===== config.mk =====
export PLATFORM = sky130hd
export DESIGN_NAME = std_seq_mem_d1_flat
export DESIGN_NICKNAME = d
export VERILOG_FILES = /design/src/rtl/std_seq_mem_d1_if.sv /design/src/rtl/std_seq_mem_d1.sv /design/src/flat_wrapper.sv
export SDC_FILE = /design/constraint.sdc
export NUM_CORES = 1
export LEC_CHECK = 0
export ABC_CLOCK_PERIOD_IN_PS = 3200
export BUFFER_PORTS_ARGS = -buffer_cell sky130_fd_sc_hd__buf_2
export CAP_MARGIN = 30
export CORE_MARGIN = 2
export CORE_UTILIZATION = 44
export CTS_CLUSTER_SIZE = 10
export DETAILED_ROUTE_END_ITERATION = 12
export HOLD_SLACK_MARGIN = 0.12
export PLACE_DENSITY = 0.58
export SLEW_MARGIN = 20
export SYNTH_ARGS = -nofsm -noshare
export SYNTH_HDL_FRONTEND = slang
export SYNTH_SLANG_ARGS = --single-unit
export TNS_END_PERCENT = 100

===== constraint.sdc =====
create_clock -name clk -period 3.2 [get_ports clk]
set_input_delay 0.16 -clock clk [delete_from_list [all_inputs] [get_ports clk]]
set_output_delay 0.16 -clock clk [all_outputs]
set_load 0.005 [all_outputs]

===== src/rtl/std_seq_mem_d1_if.sv =====
`default_nettype none
// ============================================================================
// Module   : std_seq_mem_d1_if
// Brief    : Request/response bundle for std_seq_mem_d1. The addr_err signal
//            exists only when STD_SEQ_MEM_BOUNDS_CHECK_EN is defined.
// Revision : 1.0 - initial release
// ============================================================================
interface std_seq_mem_d1_if #(
   parameter int WIDTH    = 32,
   parameter int IDX_SIZE = 4
);
   logic [IDX_SIZE-1:0] addr0;
   logic                content_en;
   logic                write_en;
   logic [WIDTH-1:0]    write_data;
   logic [WIDTH-1:0]    read_data;
   logic                done;
`ifdef STD_SEQ_MEM_BOUNDS_CHECK_EN
   logic                addr_err;

   modport master (
      output addr0, content_en, write_en, write_data,
      input  read_data, done, addr_err
   );
   modport slave (
      input  addr0, content_en, write_en, write_data,
      output read_data, done, addr_err
   );
`else
   modport master (
      output addr0, content_en, write_en, write_data,
      input  read_data, done
   );
   modport slave (
      input  addr0, content_en, write_en, write_data,
      output read_data, done
   );
`endif
endinterface
`default_nettype wire


===== src/rtl/std_seq_mem_d1.sv =====
`default_nettype none
// ============================================================================
// Module   : std_seq_mem_d1
// Brief    : Single-port word memory, one request per cycle, fixed LATENCY
//            completion pipeline. Optional macro STD_SEQ_MEM_BOUNDS_CHECK_EN
//            adds the addr_err out-of-range flag.
// Revision : 1.0 - initial release
// ============================================================================
module std_seq_mem_d1 #(
   parameter int WIDTH    = 32,
   parameter int SIZE     = 16,
   parameter int IDX_SIZE = 4,
   parameter int LATENCY  = 1
) (
   input  logic            clk,
   input  logic            reset_n,
   std_seq_mem_d1_if.slave bus
);

   if (LATENCY < 1 || LATENCY > 4) begin : g_bad_latency
      $error("std_seq_mem_d1: LATENCY=%0d outside legal range 1..4", LATENCY);
   end
   if ((2 ** IDX_SIZE) < SIZE) begin : g_bad_size
      $error("std_seq_mem_d1: 2**IDX_SIZE=%0d cannot address SIZE=%0d", 2 ** IDX_SIZE, SIZE);
   end

   // One extra bit so SIZE == 2**IDX_SIZE is representable
   localparam logic [IDX_SIZE:0] c_size = (IDX_SIZE + 1)'(SIZE);

   logic [WIDTH-1:0]   r_mem [SIZE];
   logic               w_oor;
   logic               w_req_rd;
   logic [WIDTH-1:0]   w_req_dat;
   logic               w_fin_rd;
   logic [WIDTH-1:0]   w_fin_dat;
   logic [LATENCY-1:0] r_vld;
   logic [WIDTH-1:0]   r_read_data;

   assign w_oor     = ({1'b0, bus.addr0} >= c_size);
   assign w_req_rd  = bus.content_en & ~bus.write_en;
   assign w_req_dat = w_oor ? '0 : r_mem[bus.addr0];

   always_ff @(posedge clk) begin
      if (reset_n && bus.content_en && bus.write_en && !w_oor) begin
         r_mem[bus.addr0] <= bus.write_data;
      end
   end

   always_ff @(posedge clk or negedge reset_n) begin
      if (!reset_n) begin
         r_vld <= '0;
      end else begin
         r_vld[0] <= bus.content_en;
         for (int i = 1; i < LATENCY; i++) begin
            r_vld[i] <= r_vld[i-1];
         end
      end
   end

   // Read payload travels LATENCY-1 stages; the last stage is read_data itself
   if (LATENCY > 1) begin : g_pipe
      logic [LATENCY-2:0]            r_rd;
      logic [LATENCY-2:0][WIDTH-1:0] r_dat;

      always_ff @(posedge clk or negedge reset_n) begin
         if (!reset_n) begin
            r_rd  <= '0;
            r_dat <= '0;
         end else begin
            r_rd[0]  <= w_req_rd;
            r_dat[0] <= w_req_dat;
            for (int i = 1; i < LATENCY - 1; i++) begin
               r_rd[i]  <= r_rd[i-1];
               r_dat[i] <= r_dat[i-1];
            end
         end
      end

      assign w_fin_rd  = r_rd[LATENCY-2];
      assign w_fin_dat = r_dat[LATENCY-2];
   end else begin : g_nopipe
      assign w_fin_rd  = w_req_rd;
      assign w_fin_dat = w_req_dat;
   end

   always_ff @(posedge clk or negedge reset_n) begin
      if (!reset_n) begin
         r_read_data <= '0;
      end else if (w_fin_rd) begin
         r_read_data <= w_fin_dat;
      end
   end

   assign bus.done      = r_vld[LATENCY-1];
   assign bus.read_data = r_read_data;

`ifdef STD_SEQ_MEM_BOUNDS_CHECK_EN
   logic [LATENCY-1:0] r_oor;

   always_ff @(posedge clk or negedge reset_n) begin
      if (!reset_n) begin
         r_oor <= '0;
      end else begin
         r_oor[0] <= bus.content_en & w_oor;
         for (int i = 1; i < LATENCY; i++) begin
            r_oor[i] <= r_oor[i-1];
         end
      end
   end

   assign bus.addr_err = r_oor[LATENCY-1];
`endif

endmodule
`default_nettype wire


===== src/flat_wrapper.sv =====
// flat-port wrapper written by rule: the top's interface ports become plain ports
module std_seq_mem_d1_flat 
#(
   parameter int WIDTH    = 32,
   parameter int SIZE     = 16,
   parameter int IDX_SIZE = 4,
   parameter int LATENCY  = 1
)
  (clk, reset_n, bus_addr0, bus_content_en, bus_write_en, bus_write_data, bus_read_data, bus_done);
  std_seq_mem_d1_if #(.WIDTH(WIDTH), .IDX_SIZE(IDX_SIZE)) bus_i ();
  input  logic clk;
  input  logic reset_n;
  input wire logic [$bits(bus_i.addr0)-1:0] bus_addr0;
  input wire logic [$bits(bus_i.content_en)-1:0] bus_content_en;
  input wire logic [$bits(bus_i.write_en)-1:0] bus_write_en;
  input wire logic [$bits(bus_i.write_data)-1:0] bus_write_data;
  output wire logic [$bits(bus_i.read_data)-1:0] bus_read_data;
  output wire logic [$bits(bus_i.done)-1:0] bus_done;
  assign bus_i.addr0 = bus_addr0;
  assign bus_i.content_en = bus_content_en;
  assign bus_i.write_en = bus_write_en;
  assign bus_i.write_data = bus_write_data;
  assign bus_read_data = bus_i.read_data;
  assign bus_done = bus_i.done;
  std_seq_mem_d1 #(.WIDTH(WIDTH), .SIZE(SIZE), .IDX_SIZE(IDX_SIZE), .LATENCY(LATENCY)) u_core (.clk(clk), .reset_n(reset_n), .bus(bus_i));
endmodule

## Word-level counts from Yosys, hierarchy flattened

Memory sizes are Yosys's and may differ from the RTL's. A register that Yosys moved wholly into a read port is not among the register bits.
Index checks and enable logic that the tools add are counted.
Widths: inputs -> output; s select.

| storage, ports and cells | value |
|---|---|
| memories | 1 |
| bits in writable memories | 512 |
| register bits after elaboration | 1 |
| word-level logic and storage cells | 9 |
| input port bits | 40 |
| output and inout bits | 33 |

Memories:

| memory | words | bits a word | read ports | clocked after memory_dff | write ports | line | text |
|---|---|---|---|---|---|---|---|
| u_core.r_mem | 16 | 32 | 1 | 1 | 1 | std_seq_mem_d1.sv:30 | `logic [WIDTH-1:0] r_mem [SIZE];` |

| cells by class | value |
|---|---|
| bitwise logic cells | 2 |
| muxes and demuxes | 2 |
| reductions and logical operators | 3 |

Operator list:

| cell | count |
|---|---|
| $logic_and 1x1->1 | 2 |
| $mux 1 | 2 |
| $and 1x1->1 | 1 |
| $logic_not 1->1 | 1 |
| $not 1->1 | 1 |

## Logic depth before layout (Yosys ltp)

| logic depth | value |
|---|---|
| word-level depth | 4 |
| mapped depth | 7 |
| mapped depth without buffers | 4 |

## Worst setup path before layout

No wires, ideal clock.

| path | value |
|---|---|
| kind | input to register |
| from | input bus_addr0[1] |
| to | memory u_core.r_mem[0][0] (enable) |
| stages on the path | 5 |
| path slack | -474 ps |
| arrival time | 3213 ps |
| required time | 2739 ps |
| path through | buf_6 buf_8 buf_6 or3_1 nor3_1 |

RTL lines:

| item | line | text |
|---|---|---|
| from (decl) | flat_wrapper.sv:13 | `input wire logic [$bits(bus_i.addr0)-1:0] bus_addr0;` |
| to (decl) | std_seq_mem_d1.sv:30 |  |

Straight into the memory's write port.

==> results.yml <==
routing:
  drc: 3
  antenna_left: 0
  num_vias: 10433
  drt_iter0_markers: 868
  vias_per_cell: 5.58
  routedWlPerCell_um: 25.5
  dr.pass1.iters: 9
  routed_wl_mm: 47.7
cts:
  cts_resized: 0
  cts_tree: "done"
  clockBufferDepth: 3
  cts-root-buf: "clkbuf_16"
  clk_pin_slew_worst_paths_ns: 0.06
  post_cts_buffers: 0
  cts_sinks: 545
  hold_buffers: 35
  htree_levels: 2
  clk_latency_ns: 0.61
  cts_buffers: 61
sta:
  rsz0062_at_grt: "false"
  setup_ws_ns: 1.11
  min_period_over_period: 0.652
  setup_viol: 0
  worstMarginPinSlew_ns: 0.663
  slew_violations: 0
  whs_ns: 0.184
  post-route-min-period_ns: 2.09
  fin_setup_tns_ns: 0
  fin_skew_ns: 0.0153
  slew_headroom: 0.558
  max_freq_mhz: 479
  hold_viol: 0
die:
  io_pins: 73
  die-area_sq_um: 49100
  die_h_um: 222
  die_w_um: 222
  initial_core_util: 0.447
  core_sq_um: 46700
  rows: 79
worst_setup_path:
  r2r-start: "u_core.r_mem[14][19]"
  critPathMaxFanout: 19
  crit_path_start: "bus_addr0[0]"
  rr_endpoint: "u_core.bus.read_data[19]"
  cp-start-kind: "input pin"
  path_class: "input pin to flip-flop"
  worstPathRequired_ns: 3.67
  worstPathArrival_ns: 2.55
  critPathMaxStageDelay_ns: 0.63
  slowest_stage: "or3b_1"
  critPathCapture: "u_core.bus.read_data[18]"
  end_kind: "flip-flop"
  r2r_slack_ns: 1.84
  path_cells: "dlygate4sd3_1 -> buf_2 -> or3b_1 -> buf_6 -> buf_4 -> o22ai_1 -> nor2_1 -> a31oi_1"
  r2r_cells: 3
final_layout:
  post-route-util: 0.520
  stdcell_count: 1869
  syn_to_final_growth_pct: 16.4
  fillCellCount: 3748
  final_cell_area_sq_um: 24200
  insertedDiodeCount: 0
  drive_gt1_frac: 0.215
  fin_nets: 1250
place:
  routabilityCongestion: 0.720
  port_buffers: 72
  placedCellCount: 1719
  post_dp_cell_area_sq_um: 22100
  dp_hpwl_mm: 26.4
  pre_cts_ws_ns: 0.902
run_status:
  status: "finished, violations left"
  violations: "DRC"
synthesis:
  syn_area_sq_um: 20800
  synthXorXnorAreaFrac: 0
  synth_top_family_by_area: "multiplexers"
  synth_compound_area_frac: 0.0494
  synthMuxAreaShare: 0.129
  synth_warnings: 0
  yosys.cell_types.count: 31
  syn_inst: 1052
  synthAdderAreaFrac: 0
  syn_area_per_cell_sq_um: 19.8
  synth_seq_cells: 545
  yosys.area_share.simple: 0.0211
  syn_nets: 1092
  synth-seq-area-share: 0.778
job:
  cap_viol_max_count: 0
power_and_ir_drop:
  irDropWorstVdd_uv: 438
  power.leakage_nw: 8.17
  total_power_mw: 15.1
  powerDensity_nw_per_um2: 622
grt:
  grt_first_pass_wirelength_mm: 70.2
  grt_max_degree: 73
  grt.total_usage: 0.195
  grt_pass1_vias: 10591
  antenna_found_initial: 1
  gr-total-overflow: 0
worst_hold_path:
  hold_class: "input pin to flip-flop"
  hp-start: "bus_write_en"
-- cell usage in the layout, fill, tap and decap left out, drive strengths merged --
master | synthesis | routed
edfxtp | 512 | 512
mux2i | 152 | 152
buf | 53 | 122
clkbuf | 9 | 112
nor2 | 67 | 67
mux4 | 52 | 52
o22ai | 44 | 44
dlygate4sd3 | 0 | 35
dfrtp | 33 | 33
a31oi | 32 | 32
o21ai | 22 | 22
a221oi | 22 | 22
nand2 | 12 | 12
a22oi | 10 | 10
o221a | 10 | 10
nor3 | 4 | 4
nand2b | 4 | 4
nor2b | 4 | 4
nand3 | 2 | 2
or3 | 2 | 2
and2 | 2 | 2
nand3b | 2 | 2
or2 | 1 | 1
or3b | 1 | 1
inv | 0 | 1
clkinvlp | 0 | 1
clkinv | 0 | 1
-- cell usage after synthesis --
master | n | area share
a221oi_1 | 12 | 0.0050
a221oi_2 | 10 | 0.0072
a22oi_1 | 10 | 0.0036
a31oi_1 | 32 | 0.0096
and2_1 | 2 | 0.00060
buf_1 | 8 | 0.0014
buf_12 | 2 | 0.0019
buf_2 | 19 | 0.0046
buf_4 | 3 | 0.0011
buf_6 | 17 | 0.0092
buf_8 | 4 | 0.0029
clkbuf_1 | 9 | 0.0016
dfrtp_1 | 33 | 0.040
edfxtp_1 | 512 | 0.74
mux2i_1 | 152 | 0.073
mux4_2 | 52 | 0.056
nand2_1 | 12 | 0.0022
nand2b_1 | 3 | 0.00090
nand2b_4 | 1 | 0.00066
nand3_1 | 2 | 0.00048
nand3b_1 | 2 | 0.00072
nor2_1 | 67 | 0.012
nor2b_1 | 4 | 0.0012
nor3_1 | 4 | 0.00096
o21ai_0 | 2 | 0.00048
o21ai_1 | 20 | 0.0048
o221a_1 | 10 | 0.0054
o22ai_1 | 44 | 0.013
or2_0 | 1 | 0.00030
or3_1 | 2 | 0.00060
or3b_1 | 1 | 0.00042
-- worst max-delay path, delay by kind of cell --
family,cells,cell delay [ns]
compound gates,2,0.19
buf+inv,4,1.42
simple gates,2,0.76
-- cells by family (layout without fill, tap and decap cells) --
group                  Yosys count  after routing
AND/OR/NAND/NOR                101            101
multiplexers                   204            204
buffers and inverters           62            272
AO/OA/AOI/OAI                  140            140
flip-flops                     545            545
-- layer usage --
| metal | global-route usage | up-vias | part of all wire |
|---|---|---|---|
| li1 | - | 4626 | - |
| met1 | 0.273 | 5488 | 0.44 |
| met2 | 0.317 | 248 | 0.49 |
| met3 | 0.0280 | 69 | 0.042 |
| met4 | 0.0615 | 2 | 0.023 |
| met5 | 0 | - | 0.00027 |
-- sequential cells by signal, indices dropped and copies added (netlist names) --
register              count
u_core.bus.read_data     32
u_core.bus.done           1
u_core.r_mem            512
-- cell type report --
| class | count | area [sq um] | area share |
|---|---|---|---|
| clock buffer | 112 | 1780 | 0.0734 |
| multi-input combinational | 445 | 4310 | 0.178 |
| timing repair buffer | 157 | 1170 | 0.0482 |
| sequential | 545 | 16200 | 0.668 |
| clock inverter | 3 | 21.3 | 0.000877 |
| tap | 607 | 759 | 0.0313 |
-- worst min path at each step --
stage	endpoint	slack, ns	depth (start not counted)
2_1_floorplan	u_core.bus.done	-0.14	0
3_3_place_gp	u_core.bus.done	0.36	1
3_5_place_dp	u_core.bus.done	0.36	1
4_1_cts	u_core.bus.read_data[31]	0.15	4
5_1_grt	u_core.bus.read_data[2]	0.18	4
6_report	u_core.bus.read_data[3]	0.18	4
-- where the power goes --
group / total [mW] / switching [mW] / leakage (nW) / internal [mW]
Sequential: 7.97 / 0.0628 / 4.97 / 7.91
Combinational: 0.780 / 0.466 / 2.34 / 0.315
Clock: 6.33 / 2.63 / 0.855 / 3.70
No activity file was read; power rests on OpenSTA's default activity.
